==> src/rtl/clock_pkg.sv <==
// Shared types and limits for the clock subsystem stages.
// Imported by the alarm controller and the seconds tick detector.
package clock_pkg;

  typedef enum logic [1:0] {
    IDLE    = 2'd0,
    ARMED   = 2'd1,
    RINGING = 2'd2,
    SNOOZE  = 2'd3
  } alarm_state_t;

  localparam logic [5:0] MAX_SEC = 6'd59;
  localparam logic [5:0] MAX_MIN = 6'd59;

  // True when a minutes/seconds pair is a legal wall-clock time.
  function automatic logic time_valid(input logic [5:0] m, input logic [5:0] s);
    return (m <= MAX_MIN) && (s <= MAX_SEC);
  endfunction

endpackage

==> src/rtl/sec_tick_detect.sv <==
// Produces a one-cycle tick whenever the live seconds value changes.
// Reusable by any stage sitting behind the clock counter.
module sec_tick_detect
  import clock_pkg::*;
(
  input  logic       clk,
  input  logic       reset,
  input  logic [5:0] seconds,
  output logic       tick
);

  logic [5:0] sec_q_r;

  // Remember last cycle's seconds value.
  always_ff @(posedge clk) begin
    if (reset) begin
      sec_q_r <= 6'd0;
    end else begin
      sec_q_r <= seconds;
    end
  end

  assign tick = (seconds != sec_q_r);

endmodule

==> src/rtl/alarm_controller.sv <==
// Alarm stage: stores an alarm time, rings on match, and handles
// snooze, stop, disarm and ring auto-timeout.
module alarm_controller
  import clock_pkg::*;
#(
  parameter int RING_SECS   = 10,
  parameter int SNOOZE_SECS = 5,
  parameter int MAX_SNOOZES = 2
) (
  input  logic         clk,
  input  logic         reset,
  input  logic [5:0]   seconds,
  input  logic [5:0]   minutes,
  input  logic         arm_en,
  input  logic         set_valid,
  input  logic [5:0]   set_min,
  input  logic [5:0]   set_sec,
  input  logic         snooze_btn,
  input  logic         stop_btn,
  output logic         ring,
  output logic         snoozing,
  output alarm_state_t state,
  output logic [5:0]   alarm_min,
  output logic [5:0]   alarm_sec,
  output logic         set_err
);

  localparam int SNZ_W = $clog2(MAX_SNOOZES + 1);
  localparam logic [SNZ_W-1:0] SNZ_MAX  = SNZ_W'(MAX_SNOOZES);
  localparam logic [SNZ_W-1:0] SNZ_ONE  = SNZ_W'(1);
  localparam logic [5:0]       RING_LAST = 6'(RING_SECS - 1);
  localparam logic [5:0]       SNZ_LAST  = 6'(SNOOZE_SECS - 1);

  alarm_state_t     state_r, state_nx_s;
  logic [5:0]       ring_cnt_r, ring_cnt_nx_s;
  logic [5:0]       snz_cnt_r, snz_cnt_nx_s;
  logic [SNZ_W-1:0] snz_used_r, snz_used_nx_s;
  logic [5:0]       alarm_min_r, alarm_sec_r;
  logic             ring_r, snoozing_r, set_err_r;
  logic             tick_s, match_s, load_ok_s, set_err_nx_s;

  sec_tick_detect u_tick (
    .clk     (clk),
    .reset   (reset),
    .seconds (seconds),
    .tick    (tick_s)
  );

  // The registered alarm time is compared, so a same-cycle load cannot affect this match.
  assign match_s = tick_s && (minutes == alarm_min_r) && (seconds == alarm_sec_r);

  // Next-state, counter and load-acceptance decisions.
  always_comb begin
    state_nx_s    = state_r;
    ring_cnt_nx_s = ring_cnt_r;
    snz_cnt_nx_s  = snz_cnt_r;
    snz_used_nx_s = snz_used_r;

    load_ok_s    = set_valid && ((state_r == IDLE) || (state_r == ARMED)) &&
                   time_valid(set_min, set_sec);
    set_err_nx_s = set_valid && !load_ok_s;

    if (!arm_en) begin
      state_nx_s    = IDLE;
      ring_cnt_nx_s = 6'd0;
      snz_cnt_nx_s  = 6'd0;
      snz_used_nx_s = '0;
    end else begin
      case (state_r)
        IDLE: begin
          state_nx_s = ARMED;
        end
        ARMED: begin
          if (match_s) begin
            state_nx_s    = RINGING;
            ring_cnt_nx_s = 6'd0;
          end else begin
            state_nx_s = ARMED;
          end
        end
        RINGING: begin
          // A snooze press beyond the limit falls through as if not pressed.
          if (stop_btn) begin
            state_nx_s    = ARMED;
            snz_used_nx_s = '0;
          end else if (snooze_btn && (snz_used_r < SNZ_MAX)) begin
            state_nx_s    = SNOOZE;
            snz_used_nx_s = snz_used_r + SNZ_ONE;
            snz_cnt_nx_s  = 6'd0;
          end else if (tick_s && (ring_cnt_r == RING_LAST)) begin
            state_nx_s    = ARMED;
            snz_used_nx_s = '0;
          end else if (tick_s) begin
            ring_cnt_nx_s = ring_cnt_r + 6'd1;
          end else begin
            state_nx_s = RINGING;
          end
        end
        SNOOZE: begin
          if (stop_btn) begin
            state_nx_s    = ARMED;
            snz_used_nx_s = '0;
          end else if (tick_s && (snz_cnt_r == SNZ_LAST)) begin
            state_nx_s    = RINGING;
            ring_cnt_nx_s = 6'd0;
          end else if (tick_s) begin
            snz_cnt_nx_s = snz_cnt_r + 6'd1;
          end else begin
            state_nx_s = SNOOZE;
          end
        end
        default: begin
          state_nx_s = IDLE;
        end
      endcase
    end
  end

  // State, counters, alarm time and registered outputs.
  always_ff @(posedge clk) begin
    if (reset) begin
      state_r     <= IDLE;
      ring_cnt_r  <= 6'd0;
      snz_cnt_r   <= 6'd0;
      snz_used_r  <= '0;
      alarm_min_r <= 6'd0;
      alarm_sec_r <= 6'd0;
      ring_r      <= 1'b0;
      snoozing_r  <= 1'b0;
      set_err_r   <= 1'b0;
    end else begin
      state_r    <= state_nx_s;
      ring_cnt_r <= ring_cnt_nx_s;
      snz_cnt_r  <= snz_cnt_nx_s;
      snz_used_r <= snz_used_nx_s;
      ring_r     <= (state_nx_s == RINGING);
      snoozing_r <= (state_nx_s == SNOOZE);
      set_err_r  <= set_err_nx_s;
      if (load_ok_s) begin
        alarm_min_r <= set_min;
        alarm_sec_r <= set_sec;
      end
    end
  end

  assign state     = state_r;
  assign ring      = ring_r;
  assign snoozing  = snoozing_r;
  assign alarm_min = alarm_min_r;
  assign alarm_sec = alarm_sec_r;
  assign set_err   = set_err_r;

endmodule

==> config.mk <==
export PLATFORM = sky130hd
export DESIGN_NAME = alarm_controller
export DESIGN_NICKNAME = d
export VERILOG_FILES = /design/src/rtl/clock_pkg.sv /design/src/rtl/sec_tick_detect.sv /design/src/rtl/alarm_controller.sv
export SDC_FILE = /design/constraint.sdc
export NUM_CORES = 1
export LEC_CHECK = 0
export ABC_AREA = 1
export ABC_CLOCK_PERIOD_IN_PS = 2200
export BUFFER_PORTS_ARGS = -buffer_cell sky130_fd_sc_hd__buf_2
export CAP_MARGIN = 15
export CORE_ASPECT_RATIO = 0.8
export CORE_MARGIN = 10
export CORE_UTILIZATION = 40
export DETAILED_ROUTE_END_ITERATION = 8
export SLEW_MARGIN = 5
export SYNTH_ARGS = -nofsm -noshare
export SYNTH_HDL_FRONTEND = slang
export SYNTH_SLANG_ARGS = --single-unit
==> constraint.sdc <==
create_clock -name clk -period 2.2 [get_ports clk]
set_clock_uncertainty 0.2 [all_clocks]
set_input_delay 0.22 -clock clk [delete_from_list [all_inputs] [get_ports clk]]
set_output_delay 0.22 -clock clk [all_outputs]
set_load 0.1 [all_outputs]
==> implementation parameters, run 1 <==
Parameter                              Value

Outcome
  Outcome ... completed

Worst hold path
  Number of stages on the worst hold path ... 3
  Worst Hold Path EP ... alarm_min[0]
  Min-delay src ... set_min[0]
  Hold Crit Class ... primary input to register

CTS
  H-Tree Level Count ... 2
  Sinks on Clock Net ... 37
  Root buf cell ... clkbuf_8
  Postcts setup bufs ... 0
  Clock Tree Buf Depth ... 2
  Clock buffer count from CTS ... 5
  Worst-path clk slew ... 70 ps
  Skew-Pair Late Insertion Delay ... just under 300 ps
  Clock tree from TritonCTS ... built

Worst setup path
  FF-to-FF End ... ring_cnt_r[2]
  Critical-path maximum fanout ... 7
  CP max stage delay ... roughly 530 ps
  Critical Path End Type ... register
  Flop2flop setup slack ... about 290 ps
  Critical path required time ... roughly 2200 ps
  Slowest cell on the critical path ... dlygate4sd3_1
  Worst Setup SP ... seconds[4]
  Crit path arrival time ... 1960 ps
  Count of cells along the worst register-to-register path ... 9
  Cells along the critical path ... dlygate4sd3_1, buf_2, inv_2, nand2_1, nand2_1, nor2_2, nand3_2, a21oi_2, nor2_2, nand3_4, nand2_1, a21oi_1
  Path type of the worst setup path ... primary input to register
  Start of the worst register-to-register path ... snz_cnt_r[0]
  Most common cell on crit path ... nand2_1
  CP startpoint kind ... primary input

Placement
  Number of port buffers ... 46
  Gpl congestion ... 0.8094
  HPWL after DPL ... 3883 um
  Number of placed instances, taps included ... 395

Timing
  Min cycle time layout ... 2003 ps
  Endpoints failing setup ... 0
  Worst slew pin tran ... just over 500 ps
  Hold violation total from the final report ... 0
  Remaining max-slew budget at the tightest pin ... 66.67%
  Achievable clock frequency ... 499.2 MHz
  Final setup TNS ... 0 ps
  Unrepaired setup endpoints after global routing ... false
  Fin. max-slew vios ... 0
  Final critical-path share of the clock period ... 91.05%

Routing
  Final routed wirelength across all metal layers ... 4879 um
  Count of unresolved DRC violations after routing ... 0
  Starting DRT DRC Count ... 67
  Number of iterations in the first detailed-routing pass ... 4
  Vias ... 1922
  DR WL/cell ... 11.84 um
  Mean number of vias per cell ... 4.665
  Post-detailed-route count of antenna-violating nets ... 0

Layout
  Fraction of layout cells with a size suffix above 1 ... 25.57%
  End-of-flow core utilization ... 52.87%
  Antenna Diode Count ... 0
  Post-layout net count ... slightly below 400
  Number of non-filler instances in the completed layout ... 412
  Layout fillers ... 475
  Area Growth Syn to Fin ... 24.55%

Pwr
  Pleak ... 1.129 nW
  Power density over cell area ... slightly above 600 mW/mm^2
  Worst IR drop on VDD ... 0.3526 mV

Synth
  Main flop type after synthesis ... dfxtp_1
  Cell taking the most area after synthesis ... dfxtp_1
  Number of instances in the synthesized netlist ... between 200 and 300
  Synth async-reset ratio ... 0%
  Combined area of all synthesized cells ... 0.001998 sq mm
  FF+latch count, synth ... 37
  Nets in the synthesized netlist ... roughly 330
  Post-synthesis sequential area ratio ... 37.07%
  Post-Syn Area per Cell ... approximately 7 sq um
  Biggest area contributors in the synthesized netlist ... dfxtp_1 (37%), nand2_1 (12%), nor2_1 (10%)
  Library cell with the highest instance count after synthesis ... nand2_1
  Number of enable-type register cells in the synthesized netlist ... 0
  Most numerous cell types in the synthesized netlist ... nand2_1 (66), nor2_1 (54), dfxtp_1 (37), inv_1 (30), a21oi_1 (19)
  Number of synthesis warnings ... 0
  Number of distinct library cells after synthesis ... 31
  Area share of the largest cell type after synthesis ... 37.07%

Global route
  Total congestion overflow after global routing ... 0
  Number of global-route vias before repair ... 1823
  Pin count of the biggest net entering global routing ... 19
  Number of antenna violations at the first check in global routing ... 0
  Global-route wire length before repair ... about 8500 um
  Total Routing Usage GR ... 12.00%

Die
  # IOs ... 47
  Area of the die ... 0.008240 sq mm
  Vertical die dimension ... 83.22 um
  Site row count ... 22
  Effective utilization at floorplan ... 42.45%
  DIE WIDTH ... slightly below 100 um
  Core box area ... 0.004707 sq mm

Run
  Max capacitance violation total ... 0
-- critical path: cells and delay by family --
kind / cells / cell delay [ps]
and+or+nand+nor: 7 / 870
buffers and inverters: 3 / 730
AOI/OAI and AO/OA: 2 / 140
-- layout make-up --
type                       instances  area (sq um)  share of cell area, %
tap                               60         75.07                  3.017
inverter                          39         146.4                  5.882
sequential                        37         750.7                  30.17
multi-input combinational        213          1100                  44.19
clock buffer                       7         86.33                  3.469
timing repair buffer              56         330.3                  13.27
-- how the worst max path moves through the flow --
stage               depth (start not counted)            end
CTS                                        13           ring
finish                                     12  ring_cnt_r[2]
global route                               13       snoozing
global placement                            9  ring_cnt_r[3]
floorplan                                  11       snoozing
detailed placement                          9  ring_cnt_r[3]
-- cell usage in the layout, fill, tap and decap left out, drive strengths merged, types with 2 or more instances in the layout --
| master | instances |
|---|---|
| clkbuf | 7 |
| nor2 | 62 |
| a211oi | 2 |
| a21oi | 20 |
| o21ai | 16 |
| buf | 46 |
| dlygate4sd3 | 10 |
| inv | 39 |
| xor2 | 3 |
| nand3 | 10 |
| nor3 | 5 |
| ha | 4 |
| dfxtp | 37 |
| nand4 | 8 |
| xnor2 | 7 |
| nand2 | 72 |
-- report_power, final --
| part | leakage, nW | internal, mW | switching [mW] |
|---|---|---|---|
| Clock | 0.0443 | 0.248 | 0.225 |
| Combinational | 0.779 | 0.0900 | 0.257 |
| Sequential | 0.306 | 0.698 | 0.0200 |
| Total | 1.13 | 1.04 | 0.502 |
-- metal layers --
metal / part of all wire, % / vias up / GRT usage (%)
met4: 1.2 / 0 / 3.881
met3: 5.0 / 8 / 3.477
met5: 0 / - / 0
met1: 51 / 844 / 16.15
li1: - / 1037 / -
met2: 43 / 33 / 17.71
-- state kept, by name (all words and copies together) (netlist names) --
| name | flops |
|---|---|
| snz_used_r | 2 |
| set_err | 1 |
| u_tick.sec_q_r | 6 |
| snz_cnt_r | 6 |
| snoozing | 1 |
| ring_cnt_r | 6 |
| ring | 1 |
| state | 2 |
| alarm_min | 6 |
| alarm_sec | 6 |
-- logic make-up after synthesis --
logic type,after synthesis,synth area share [%]
AO/OA/AOI/OAI,39,10.39
XOR/XNOR,10,4.384
adder cells (fa/ha/maj),4,2.505
buffers and inverters,43,8.140
flip-flops,37,37.07
AND/OR/NAND/NOR,160,37.51
-- what timing repair did --
action	CTS	global route
endpoints found under the setup margin	0	1
resized for setup	0	1
hold endpoints to repair	10	0
hold buffers	10	0
-- per-stage QoR --
step	power, mW	instance area, sq um	hold WS [ps]	worst slack [ps]
floorplan	0.9868	2008	126.7	10.53
global placement	1.067	2297	260.0	304.7
detailed placement	1.069	2297	253.8	298.7
CTS	1.559	2484	3.656	161.1
global route	1.623	2489	1.721	37.70
finish	1.539	2489	8.257	196.9
Power figures use the tool's default switching activity.
==> inputs of run 2 (changes only) <==
--- a/config.mk
+++ b/config.mk
@@ -5,7 +5,6 @@
 export SDC_FILE = /design/constraint.sdc
 export NUM_CORES = 1
 export LEC_CHECK = 0
-export ABC_AREA = 1
 export ABC_CLOCK_PERIOD_IN_PS = 2200
 export BUFFER_PORTS_ARGS = -buffer_cell sky130_fd_sc_hd__buf_2
 export CAP_MARGIN = 15
==> implementation parameters, run 2 <==
Parameter                              Value

Outcome
  Outcome ... completed

CTS
  Clock tree from TritonCTS ... built
  Skew-Pair Late Insertion Delay ... 290 ps (about the same)
  Root buf cell ... clkbuf_8
  Clock buffer count from CTS ... 5 (unchanged)
  Worst-path clk slew ... 80 ps (about the same)
  Sinks on Clock Net ... 37 (unchanged)
  H-Tree Level Count ... 2 (unchanged)
  Clock Tree Buf Depth ... 2 (unchanged)

Layout
  End-of-flow core utilization ... 55.40% (+2.5 points)
  Area of combinational cells with multiple inputs ... 0.001079 sq mm (-1.9%)
  Number of non-filler instances in the completed layout ... 333 (-19%)
  Commonest non-fill, non-tap cell in the layout ... buf_2
  Area Growth Syn to Fin ... 35.43%
  Post-layout net count ... 305 (-21%)
  Most frequent cells in the layout ... buf_2 (46), nor2_1 (28), dfxtp_1 (22)
  Layout fillers ... 427 (-10%)
  Fraction of layout cells with a size suffix above 1 ... 33.46% (+7.9 points)
  Storage cell area ... 772.0 sq um (+2.8%)

Worst setup path
  Count of cells along the worst register-to-register path ... 8 (-1)
  Crit path arrival time ... 2110 ps (+150 ps)
  WP buf/inv ... 1 (-2)
  FF-to-FF End ... ring_cnt_r[4]
  CP max stage delay ... 410 ps (-120 ps)
  Cell count along the critical path ... 8 (-4)
  Cells along the critical path ... inv_2, ha_1, nor4b_4, a21boi_2, o22a_2, nor4_1, xnor2_1, nor2_1
  Critical Path End Type ... register
  Flop2flop setup slack ... 70 ps (-220 ps)
  Start of the worst register-to-register path ... snz_cnt_r[1]
  Critical path required time ... 2170 ps (about the same)
  CP startpoint kind ... register
  Critical-path maximum fanout ... 5 (-2)
  Path type of the worst setup path ... register to register
  Worst path top cell family by delay ... simple AND/OR/NAND/NOR gates
  Slowest cell on the critical path ... nor4_1

Placement
  Gpl congestion ... 0.8125 (+0.38%)
  Number of port buffers ... 46 (unchanged)
  HPWL after DPL ... 3545 um (-8.7%)
  Worst slack, placed ... 51.09 ps (-247.6 ps)
  Number of placed instances, taps included ... 308 (-22%)

Routing
  Mean number of vias per cell ... 4.790 (+2.7%)
  Starting DRT DRC Count ... 72 (+7.5%)
  Vias ... 1595 (-17%)
  Count of unresolved DRC violations after routing ... 0 (unchanged)
  Number of iterations in the first detailed-routing pass ... 4 (unchanged)
  Post-detailed-route count of antenna-violating nets ... 0 (unchanged)
  DR WL/cell ... 14.37 um (+21%)
  Final routed wirelength across all metal layers ... 4786 um (-1.9%)

Timing
  Min cycle time layout ... 2134 ps (+130.7 ps)
  Fin. max-slew vios ... 0 (unchanged)
  Remaining max-slew budget at the tightest pin ... 67.09% (+0.42 points)
  Hold violation total from the final report ... 0 (unchanged)
  Worst-case setup margin in the final layout ... 66.29 ps (-130.7 ps)
  Worst slew pin tran ... 493.6 ps (-9.797 ps)
  Achievable clock frequency ... 468.7 MHz (-6.1%)
  Final critical-path share of the clock period ... 96.99% (+5.9 points)
  Endpoints failing setup ... 0 (unchanged)
  Final setup TNS ... 0 ps (unchanged)

Synth
  Most numerous cell types in the synthesized netlist ... dfxtp_1 (37), nor2_1 (28), xnor2_1 (18), mux2i_1 (12), nand2_1 (10)
  Cell taking the most area after synthesis ... dfxtp_1
  Post-synthesis sequential area ratio ... 40.11% (+3.0 points)
  Biggest area contributors in the synthesized netlist ... dfxtp_1 (40%), xnor2_1 (8.5%), mux2i_1 (6.5%)
  Number of distinct library cells after synthesis ... 43 (+39%)
  FF+latch count, synth ... 37 (unchanged)
  Synth async-reset ratio ... 0% (unchanged)
  Nets in the synthesized netlist ... 231 (-29%)
  Library cell with the highest instance count after synthesis ... dfxtp_1
  Main flop type after synthesis ... dfxtp_1
  Number of enable-type register cells in the synthesized netlist ... 0 (unchanged)
  Number of instances in the synthesized netlist ... 197 (-33%)
  Combined area of all synthesized cells ... 0.001847 sq mm (-7.6%)
  Post-Syn Area per Cell ... 9.374 sq um (+37%)
  Area share of the largest cell type after synthesis ... 40.11% (+3.0 points)
  Number of synthesis warnings ... 0 (unchanged)

Die
  Effective utilization at floorplan ... 40.91% (-1.5 points)
  Area of the die ... 0.007752 sq mm (-5.9%)
  Core box area ... 0.004514 sq mm (-4.1%)
  DIE WIDTH ... 95.97 um (-3.1%)
  # IOs ... 47 (unchanged)
  Vertical die dimension ... 80.78 um (-2.9%)
  Site row count ... 22 (unchanged)

Pwr
  Pleak ... 1.034 nW (-8.5%)
  Power Total ... 1.486 mW (-3.5%)
  Power density over cell area ... 594.0 mW/mm^2 (-4.0%)
  Worst IR drop on VDD ... 0.3105 mV (-12%)

Global route
  Global-route met1 utilization ... 16.15% (about the same)
  Total Routing Usage GR ... 12.68% (+0.68 points)
  Global-route wire length before repair ... 7672 um (-9.2%)
  Total congestion overflow after global routing ... 0 (unchanged)
  Number of global-route vias before repair ... 1582 (-13%)
  Met3 demand-to-capacity share in global routing ... 3.871% (+0.39 points)
  M2 GR Usage ... 20.00% (+2.3 points)
  Pin count of the biggest net entering global routing ... 20 (+1)
  Number of antenna violations at the first check in global routing ... 1 (+1)
  Most Crowded Layer GR ... met2

Worst hold path
  Min-delay src ... seconds[1]
  Hold Crit Class ... primary input to register
  Worst Hold Path EP ... u_tick.sec_q_r[1]
  Number of stages on the worst hold path ... 2 (-1)

Run
  Max capacitance violation total ... 0 (unchanged)
[run 2: cell types whose count changed in the layout (fill, tap and decap cells not counted), moves of 6 or more]
cell | previous run | this run
nor2_2 | 7 | 0
mux2i_1 | 0 | 12
o21ai_0 | 16 | 3
xnor2_1 | 7 | 18
nand2_1 | 66 | 10
dlygate4sd3_1 | 10 | 16
buf_4 | 0 | 9
a21oi_1 | 19 | 7
nor2b_1 | 0 | 8
inv_2 | 9 | 1
nor2_1 | 54 | 28
inv_1 | 30 | 8
dfxtp_1 | 29 | 22
[run 2: kinds of logic after synthesis]
group,share of synthesized area (%)
fa+ha+maj,2.710
xor+xnor,12.33
compound gates,12.33
buf+inv,2.777
flops,40.11
simple gates,23.24
mux,6.504
[run 2: metrics by stage]
step,area [sq um],hold WS (ps)
6_report,2501,3.713
3_5_place_dp,2232,255.2
3_3_place_gp,2232,248.5
4_1_cts,2474,0.01993
5_1_grt,2501,15.76
2_1_floorplan,1877,148.2
[run 2: area by class of cell]
type                       count  share of cell area (%)
tap                           60                   3.001
sequential                    37                   30.87
clock buffer                   7                   3.052
multi-input combinational    147                   43.12
clock inverter                 1                  0.2001
timing repair buffer          71                   18.31
inverter                       9                   1.351
antenna                        1                  0.1000
[run 2: worst max-delay path by stage]
stage,slack (ps),start,endpoint
6_report,70,snz_cnt_r[1],ring_cnt_r[4]
5_1_grt,-40,snz_cnt_r[1],ring_cnt_r[3]
4_1_cts,20,snz_cnt_r[1],ring_cnt_r[1]
3_5_place_dp,50,snz_cnt_r[1],ring_cnt_r[5]
3_3_place_gp,90,snz_cnt_r[1],ring_cnt_r[5]
2_1_floorplan,-2,alarm_min[0],ring
[run 2: where the power goes]
group | switching, mW | internal, mW | leakage [nW]
combinational | 0.218 | 0.105 | 0.682
clock | 0.232 | 0.222 | 0.0422
sequential | 0.0169 | 0.692 | 0.310
total | 0.467 | 1.02 | 1.03
[run 2: routing by layer]
| layer | part of all wire (%) | wire (um) |
|---|---|---|
| met1 | 46 | 2207 |
| met2 | 48 | 2274 |
| met3 | 4.6 | 218 |
| met5 | 0 | 0 |
| met4 | 1.8 | 85 |
[run 2: what timing repair did]
item / in CTS / in global routing
setup buffers: 0 / 0
hold endpoints to repair: 16 / 0
gates resized for setup: 0 / 6
hold buffers: 16 / 0
endpoints found under the setup margin: 0 / 12
